### config.mk
export PLATFORM = sky130hd
export DESIGN_NAME = ifetch_unit
export DESIGN_NICKNAME = d
export VERILOG_FILES = /design/src/rtl/ifetch_unit_pkg.sv /design/src/rtl/ifetch_buffer.sv /design/src/rtl/ifetch_unit.sv
export SDC_FILE = /design/constraint.sdc
export NUM_CORES = 1
export LEC_CHECK = 0
export CORE_MARGIN = 2
export CORE_UTILIZATION = 52
export CTS_BUF_LIST = sky130_fd_sc_hd__clkbuf_2 sky130_fd_sc_hd__clkbuf_4 sky130_fd_sc_hd__clkbuf_8
export DETAILED_ROUTE_END_ITERATION = 8
export PLACE_DENSITY = 0.83
export SLEW_MARGIN = 0
export SYNTH_ARGS = -nofsm -noshare
export SYNTH_HDL_FRONTEND = slang
export SYNTH_SLANG_ARGS = --single-unit
### constraint.sdc
create_clock -name clk -period 7.72 [get_ports clk]
set_clock_uncertainty 0.2 [all_clocks]
set_input_delay 2.316 -clock clk [delete_from_list [all_inputs] [get_ports clk]]
set_output_delay 2.316 -clock clk [all_outputs]
set_load 0.02 [all_outputs]
### src/rtl/ifetch_unit_pkg.sv
// Shared CPU configuration for the instruction-fetch stage: widths, the NOP word,
// FSM state encoding and the buffered-instruction record.
package ifetch_unit_pkg;

    localparam int CPU_XLEN = 32;
    localparam logic [31:0] CPU_NOP_INSTR = 32'h00000013;

    typedef enum logic [1:0] {
        IDLE = 2'd0,
        REQ  = 2'd1,
        WAIT = 2'd2
    } ifetch_state_e;

    typedef struct packed {
        logic                fault;
        logic [CPU_XLEN-1:0] pc;
        logic [31:0]         instr;
    } ifetch_entry_t;

endpackage

### src/rtl/ifetch_buffer.sv
// Small FIFO of fetched instructions. Flush empties it, and a push in the same
// cycle as a flush lands as the sole surviving entry.
module ifetch_buffer
    import ifetch_unit_pkg::*;
#(
    parameter  int DEPTH = 2,
    localparam int PW    = $clog2(DEPTH),
    localparam int CW    = PW + 1
) (
    input  logic          clk,
    input  logic          rst_n,
    input  logic          flush,
    input  logic          push,
    input  ifetch_entry_t push_entry,
    input  logic          pop,
    output ifetch_entry_t head,
    output logic          valid,
    output logic [CW-1:0] count
);

    ifetch_entry_t mem_r [DEPTH];
    logic [PW-1:0] wr_ptr_r;
    logic [PW-1:0] rd_ptr_r;
    logic [CW-1:0] count_r;
    logic          pop_ok_s;
    logic          push_ok_s;
    logic [PW-1:0] wr_addr_s;

    // Qualify push/pop; a pop during a flush is discarded.
    always_comb begin
        pop_ok_s  = 1'b0;
        push_ok_s = 1'b0;
        wr_addr_s = wr_ptr_r;
        if (flush) begin
            push_ok_s = push;
            wr_addr_s = '0;
        end else begin
            pop_ok_s  = pop && (count_r != '0);
            push_ok_s = push && ((count_r < CW'(DEPTH)) || pop_ok_s);
        end
    end

    // Entry storage; contents are only observed through the count-qualified head.
    always_ff @(posedge clk) begin
        if (push_ok_s) begin
            mem_r[wr_addr_s] <= push_entry;
        end
    end

    // Pointer and occupancy bookkeeping.
    always_ff @(posedge clk) begin
        if (!rst_n) begin
            wr_ptr_r <= '0;
            rd_ptr_r <= '0;
            count_r  <= '0;
        end else if (flush) begin
            rd_ptr_r <= '0;
            wr_ptr_r <= push_ok_s ? PW'(1) : '0;
            count_r  <= push_ok_s ? CW'(1) : '0;
        end else begin
            if (push_ok_s) begin
                wr_ptr_r <= wr_ptr_r + PW'(1);
            end
            if (pop_ok_s) begin
                rd_ptr_r <= rd_ptr_r + PW'(1);
            end
            if (push_ok_s && !pop_ok_s) begin
                count_r <= count_r + CW'(1);
            end else if (pop_ok_s && !push_ok_s) begin
                count_r <= count_r - CW'(1);
            end
        end
    end

    assign valid = (count_r != '0);
    assign count = count_r;
    assign head  = valid ? mem_r[rd_ptr_r] : '0;

endmodule

### src/rtl/ifetch_unit.sv
// Instruction-fetch stage: takes PCs from the PC generator, reads instruction memory
// one request at a time, and buffers on-path words for the consumer.
module ifetch_unit
    import ifetch_unit_pkg::*;
#(
    parameter int          XLEN      = CPU_XLEN,
    parameter int          BUF_DEPTH = 2,
    parameter logic [31:0] NOP_INSTR = CPU_NOP_INSTR
) (
    input  logic            clk,
    input  logic            rst_n,
    input  logic            pc_valid_i,
    input  logic [XLEN-1:0] pc_i,
    output logic            pc_ready_o,
    input  logic            redirect_i,
    output logic            imem_req_o,
    output logic [XLEN-1:0] imem_addr_o,
    input  logic            imem_gnt_i,
    input  logic            imem_rvalid_i,
    input  logic [31:0]     imem_rdata_i,
    output logic            instr_valid_o,
    output logic [31:0]     instr_o,
    output logic [XLEN-1:0] instr_pc_o,
    output logic            instr_fault_o,
    input  logic            instr_ready_i
);

    localparam int CW = $clog2(BUF_DEPTH) + 1;

    ifetch_state_e state_r;
    ifetch_state_e state_next_s;
    logic [XLEN-1:0] addr_r;
    logic [XLEN-1:0] addr_next_s;
    logic            drop_r;
    logic            drop_next_s;
    logic            pc_ready_s;
    logic            push_s;
    ifetch_entry_t   push_entry_s;
    ifetch_entry_t   head_s;
    logic            buf_valid_s;
    logic [CW-1:0]   buf_count_s;

    // Next-state, address latch, drop flag and buffer push decisions.
    always_comb begin
        state_next_s = state_r;
        addr_next_s  = addr_r;
        drop_next_s  = drop_r;
        pc_ready_s   = 1'b0;
        push_s       = 1'b0;
        push_entry_s = '0;
        case (state_r)
            IDLE: begin
                drop_next_s = 1'b0;
                // A redirect frees every slot, so the new on-path PC may enter even when full.
                pc_ready_s = rst_n && ((buf_count_s < CW'(BUF_DEPTH)) || redirect_i);
                if (pc_valid_i && pc_ready_s) begin
                    if (pc_i[1:0] != 2'b00) begin
                        push_s             = 1'b1;
                        push_entry_s.fault = 1'b1;
                        push_entry_s.pc    = pc_i;
                        push_entry_s.instr = NOP_INSTR;
                    end else begin
                        addr_next_s  = pc_i;
                        state_next_s = REQ;
                    end
                end else begin
                    state_next_s = IDLE;
                end
            end
            REQ: begin
                if (redirect_i) begin
                    drop_next_s = 1'b1;
                end else begin
                    drop_next_s = drop_r;
                end
                if (imem_gnt_i) begin
                    state_next_s = WAIT;
                end else begin
                    state_next_s = REQ;
                end
            end
            WAIT: begin
                if (imem_rvalid_i) begin
                    state_next_s = IDLE;
                    drop_next_s  = 1'b0;
                    if (!drop_r && !redirect_i) begin
                        push_s             = 1'b1;
                        push_entry_s.fault = 1'b0;
                        push_entry_s.pc    = addr_r;
                        push_entry_s.instr = imem_rdata_i;
                    end else begin
                        push_s = 1'b0;
                    end
                end else if (redirect_i) begin
                    drop_next_s = 1'b1;
                end else begin
                    state_next_s = WAIT;
                end
            end
            default: begin
                state_next_s = IDLE;
                drop_next_s  = 1'b0;
            end
        endcase
    end

    // FSM, latched fetch address and drop flag.
    always_ff @(posedge clk) begin
        if (!rst_n) begin
            state_r <= IDLE;
            addr_r  <= '0;
            drop_r  <= 1'b0;
        end else begin
            state_r <= state_next_s;
            addr_r  <= addr_next_s;
            drop_r  <= drop_next_s;
        end
    end

    ifetch_buffer #(
        .DEPTH (BUF_DEPTH)
    ) u_buffer (
        .clk        (clk),
        .rst_n      (rst_n),
        .flush      (redirect_i),
        .push       (push_s),
        .push_entry (push_entry_s),
        .pop        (instr_ready_i),
        .head       (head_s),
        .valid      (buf_valid_s),
        .count      (buf_count_s)
    );

    assign pc_ready_o    = pc_ready_s;
    assign imem_req_o    = rst_n && (state_r == REQ);
    assign imem_addr_o   = imem_req_o ? addr_r : '0;
    assign instr_valid_o = buf_valid_s;
    assign instr_o       = head_s.instr;
    assign instr_pc_o    = head_s.pc;
    assign instr_fault_o = head_s.fault;

endmodule
## Yosys cells after proc, flatten, opt, wreduce, memory -nomap -nowiden

Memory sizes are Yosys's and may differ from the RTL's. A register that Yosys moved wholly into a read port is not among the register bits.
Index checks and enable logic that the tools add are counted.

| word-level totals | value |
|---|---|
| output and inout port bits | 100 |
| logic and storage cells | 75 |
| memories kept | 1 |
| RAM bits | 130 |
| register bits after elaboration | 39 |

| cells by class | value |
|---|---|
| reductions and logical operators | 22 |
| order comparisons | 1 |
| bitwise logic cells | 2 |
| add/subtract/negate cells | 4 |
| equal/unequal tests | 4 |
| muxes and demuxes | 35 |

Memory list:

| memory | depth | bits a word | rd ports | clocked after Yosys merged registers in | write ports | line | source |
|---|---|---|---|---|---|---|---|
| u_buffer.mem_r | 2 | 65 | 1 | 1 | 1 | ifetch_buffer.sv:21 | `ifetch_entry_t mem_r [DEPTH];` |

Operators with widths:

| operator | number |
|---|---|
| 65-bit 2-to-1 mux | 3 |
| 65-bit one-hot mux with 2 select lines | 1 |
| 64-bit 2-to-1 mux | 2 |
| 32-bit 2-to-1 mux | 1 |
| 1-bit 2-to-1 mux | 17 |
| 2-bit 2-to-1 mux | 8 |
| 1-bit logical AND | 8 |
| 3-bit inequality test (second input constant) | 2 |
| 2-bit one-hot mux with 3 select lines | 1 |
| 2-bit nonzero test | 3 |
| 1-bit zero test | 4 |
| 1-bit one-hot mux with 2 select lines | 2 |
| 3-bit AND reduction | 1 |
| 3-bit nonzero test | 1 |
| 1-bit adder (second input constant) | 2 |
| 2-bit by 1-bit adder with 2-bit output (second input constant) | 1 |
| 2-bit by 1-bit equality test with 1-bit output (second input constant) | 1 |
| 2-bit equality test (second input constant) | 1 |
| 2-bit zero test | 1 |
| 1-bit logical OR | 2 |
| 2-bit < comparator (second input constant) | 1 |
| 1-bit inverter | 2 |
| 2-bit AND reduction | 1 |
| 2-bit OR reduction | 1 |
| 2-bit by 1-bit subtractor with 2-bit output (second input constant) | 1 |

## Depth between registers and ports, before layout

| depth | value |
|---|---|
| depth after elaboration | 13 |
| mapped depth | 8 |
| depth with buffers taken out | 7 |

## Modules after synthesis

From an unflattened synthesis, not the netlist that was laid out.

| unflattened totals | value |
|---|---|
| cells, all modules | 595 |
| area total of the unflattened synthesis | 7362.1 um^2 |

By module, submodules not included:

| module | cells each | seq. area each (um^2) | area an instance (um^2) | instances |
|---|---|---|---|---|
| ifetch_buffer | 308 | 4003.8 | 5175.0 | 1 |
| ifetch_unit | 287 | 700.7 | 2187.1 | 1 |

## Worst setup path after synthesis

No wires, ideal clock.

| timing path | value |
|---|---|
| path kind | in2reg |
| start | input rst_n |
| end | memory u_buffer.mem_r[1][0] (netlist name) (enable) |
| setup time | 510 ps |
| arrival time | 6094 ps |
| path slack | 917 ps |
| stages on the path | 4 |
| required time | 7010 ps |
| cell sequence | nand2_1 or3_1 buf_6 a21oi_1 |

| on the way | value |
|---|---|
| longest elaborated chain between the ends | 8 |

RTL lines:

| element | line | source |
|---|---|---|
| start: declaration | ifetch_unit.sv:11 | `input logic rst_n,` |
| 1-bit logical AND (*) | ifetch_unit.sv:55 | `pc_ready_s = rst_n && ((buf_count_s < CW'(BUF_DEPTH)) \|\| redirect_i);` |
| 1-bit logical AND (*) | ifetch_unit.sv:56 | `if (pc_valid_i && pc_ready_s) begin` |
| 1-bit 2-to-1 mux (*) | ifetch_unit.sv:56 |  |
| 1-bit one-hot mux with 2 select lines (*) | ifetch_unit.sv:51 | `case (state_r)` |
| 1-bit logical AND | ifetch_buffer.sv:39 | `push_ok_s = push && ((count_r < CW'(DEPTH)) \|\| pop_ok_s);` |
| 1-bit 2-to-1 mux (*) | ifetch_buffer.sv:34 | `if (flush) begin` |
| 1-bit 2-to-1 mux (*) | ifetch_buffer.sv:45 | `if (push_ok_s) begin` |
| 1-bit 2-to-1 mux (implied by the code) (*) | ifetch_buffer.sv:46 | `mem_r[wr_addr_s] <= push_entry;` |
| end: declaration | ifetch_buffer.sv:21 |  |

Mark *: on every way between the ends. The rest lies on a longest branch, timed or not.

## Worst setup path after layout

| timing path | value |
|---|---|
| start | input rst_n |
| end | output imem_addr_o[10] |

| on the way | value |
|---|---|
| longest elaborated chain between the ends | 2 |

RTL lines:

| element | line | source |
|---|---|---|
| 1-bit logical AND | ifetch_unit.sv:135 | `assign imem_req_o = rst_n && (state_r == REQ);` |
| 32-bit 2-to-1 mux | ifetch_unit.sv:136 | `assign imem_addr_o = imem_req_o ? addr_r : '0;` |
| end: declaration | ifetch_unit.sv:17 | `output logic [XLEN-1:0] imem_addr_o,` |

No other way between the ends.

==> results by group <==
Yosys
  • Syn avg cell area: approximately 13 µm²
  • Ys async rst share: 0
  • Cells after synthesis: between 500 and 600
  • Cell taking the most area after synthesis: edfxtp_1
  • Cell Area, Synth: roughly 7300 µm²
  • Synth top area share: 0.533
  • Dominant synthesized flop cell: edfxtp_1
  • Synth area leaders: edfxtp_1 53%, mux2i_1 13%, dfxtp_1 11%
  • Mapped Nets: 640
  • Xor-xnor portion of the synthesized cell area: 0.00119
  • Commonest cells in the netlist: 130 x edfxtp_1, 105 x nor2_1, 96 x mux2i_1
  • Post-synthesis mux area share: 0.133
  • Largest family of logic cells by synthesized area: multiplexers
  • Number of synthesis warnings: 0
  • Post-synth EDFFs: 130
  • Simple-gate portion of the synthesized area: 0.129
  • Synth Area in Adders: 0.00683
  • #FFs+latches synth: 170
  • Part of the Yosys area used for sequential elements: 0.642
  • Count leader, synth: edfxtp_1
  • Unique masters post-synth: 38
  • Compound-cell area share of the yosys netlist: 0.0555

Route
  • Vias: 4946
  • DR pass1 iterations: 5
  • Post-route ant nets: 0
  • DR WL/cell: between 15 and 20 µm
  • DRC Markers: 0
  • Mean number of vias per cell: approximately 5.4
  • Starting DRT DRC Count: between 400 and 500
  • WL final: 15900 µm

Critical path
  • Worst Setup End Kind: output pin
  • Critical Path RT: 5.20 ns
  • Type of origin of the critical path: input port
  • WS Path Type: in2out
  • CP arrival: approximately 4.4 ns
  • CP max FO: 22

Layout
  • Fin util: 0.691
  • Design area: ~9600 µm²
  • Ant. Diodes: 0
  • Nets@finish: approximately 800
  • Non-filler cells, final: 916
  • Share of cells above drive strength 1: 0.0639
  • P&R area growth vs syn: 30.3%

Floorplan
  • Die height: approximately 120 µm
  • Die Area: ~15000 µm²
  • Placeable core area: between 10000 and 15000 µm²
  • Core Rows: 43
  • Initial Util: 0.530
  • I/O pin total: between 150 and 200
  • Die Width: roughly 120 µm

Clocking
  • Reg clk slew, reported paths: 0.08 ns
  • CTS Buf Count: 17
  • Longest Clk Path Bufs: 2
  • CTS Sinks: 170
  • PostCTS Resize Cnt: 0
  • Worst-Skew Late Latency: roughly 0.44 ns
  • Hold buffer count at CTS: 0
  • Setup Buffers After CTS: 0
  • CTS tree: done
  • Root buffer cell: clkbuf_8
  • CTS HTree Levels: 4

STA
  • Slew HR: 0.174
  • Sum of negative setup slack: 0 ns
  • Max-slew violations: 0
  • Max Fclk: roughly 140 MHz
  • Final setup viols: 0
  • Final min period: approximately 6.9 ns
  • Tightest Pin Transition: between 1 and 1.5 ns
  • PnR worst setup slack: around 0.81 ns
  • RSZ-0062 raised after global routing: false
  • WHS: between 0.3 and 0.4 ns
  • Period utilization: 0.895
  • Final hold vios: 0

Pwr
  • Pwr dens: 191 nW/µm²
  • Total power: about 1.8 mW
  • LEAKAGE: ~3.6 nW
  • Peak VDD IR: between 0.1 and 0.15 mV

Placed design
  • Post-Place Worst Slack: 0.852 ns
  • GPL Wtd Cong: approximately 0.73
  • Placed Area: approximately 9200 µm²
  • DPL Wire Length: 10500 µm
  • Cells after DPL: 884
  • IO buf count: between 150 and 200

GRT
  • Overflow after GRT: 0
  • First-pass GRT wire length: ~25000 µm
  • Antenna violations before repair: 0
  • Vias in the first global route: 4982
  • GRT Util Overall: 0.214
  • Largest net degree at the start of global routing: 69

Status
  • Status: completed

Hold path
  • Hold Path Class: reg2reg

Flow run
  • Max Cap Viol: 0
## flip-flops by register name (all words and copies together), names as in the netlist, named ones only
| signal | flops |
|---|---|
| addr_r | 32 |
| u_buffer.wr_ptr_r | 1 |
| u_buffer.count | 2 |
| state_r | 2 |
| drop_r | 1 |
| u_buffer.rd_ptr_r | 1 |
| u_buffer.mem_r | 130 |
## cells in the final DEF, fill, tap and decap left out, drive strengths merged, types with 2 or more instances in the layout
cell and n:
a21oi 4, clkdlybuf4s50 170, inv 7, ha 4, and3 35, nand3 2, clkbuf 22, nand2 14
nor2b 2, nand2b 4, dfxtp 40, buf 8, a22o 32, or3 2, and2 30, o21ai 3
bufinv 3, nor2 106, mux2i 96, edfxtp 130, clkinv 7
## final cells by class
class                           count  area (µm²)
Clock inverter                     10         126
Multi-Input combinational cell    348        2410
Clock buffer                       22         272
Tap cell                          180         225
Inverter                            8        42.5
Sequential cell                   170        4710
Fill cell                         970        4270
Timing Repair Buffer              178        1770
## kinds of logic (layout without fill, tap and decap cells)
kind of cell / Yosys count / in the layout
AO/OA/AOI/OAI: 48 / 48
adder cells (fa/ha/maj): 4 / 4
XOR/XNOR: 1 / 1
buffers and inverters: 47 / 218
flip-flops: 170 / 170
AND/OR/NAND/NOR: 198 / 198
multiplexers: 97 / 97
## per-layer routing
metal	track usage	vias up	wire length (µm)
li1	-	2351	-
met1	0.250	2385	6290
met2	0.364	186	7950
met3	0.0678	24	1370
met4	0.0869	0	247
met5	0	-	0
## power by group
| group | internal [mW] | switching [mW] |
|---|---|---|
| Sequential | 1.01 | 0.0114 |
| Clock | 0.334 | 0.294 |
| Combinational | 0.0851 | 0.0921 |
| Total | 1.42 | 0.397 |
## worst max-delay path: stages
cell	delay [ns]
clkdlybuf4s50_1	0.93
buf_4	0.34
and3_1	0.19
clkdlybuf4s50_1	0.61
## path summary, 6_finish.rpt
kind / from / endpoint / slack (ns) / depth (start not counted)
worst max-delay path: rst_n / imem_addr_o[10] / 0.81 / 4
worst min-delay path: addr_r[1]$_SDFFE_PN0P_ / addr_r[1]$_SDFFE_PN0P_ / 0.32 / 1
worst max register to register: state_r[1]$_SDFFE_PN0P_ / u_buffer.mem_r[0][15]$_DFFE_PP_ / 4.30 / 7
worst min register to register: addr_r[1]$_SDFFE_PN0P_ / addr_r[1]$_SDFFE_PN0P_ / 0.32 / 1
No activity file was read; power rests on OpenSTA's default activity.
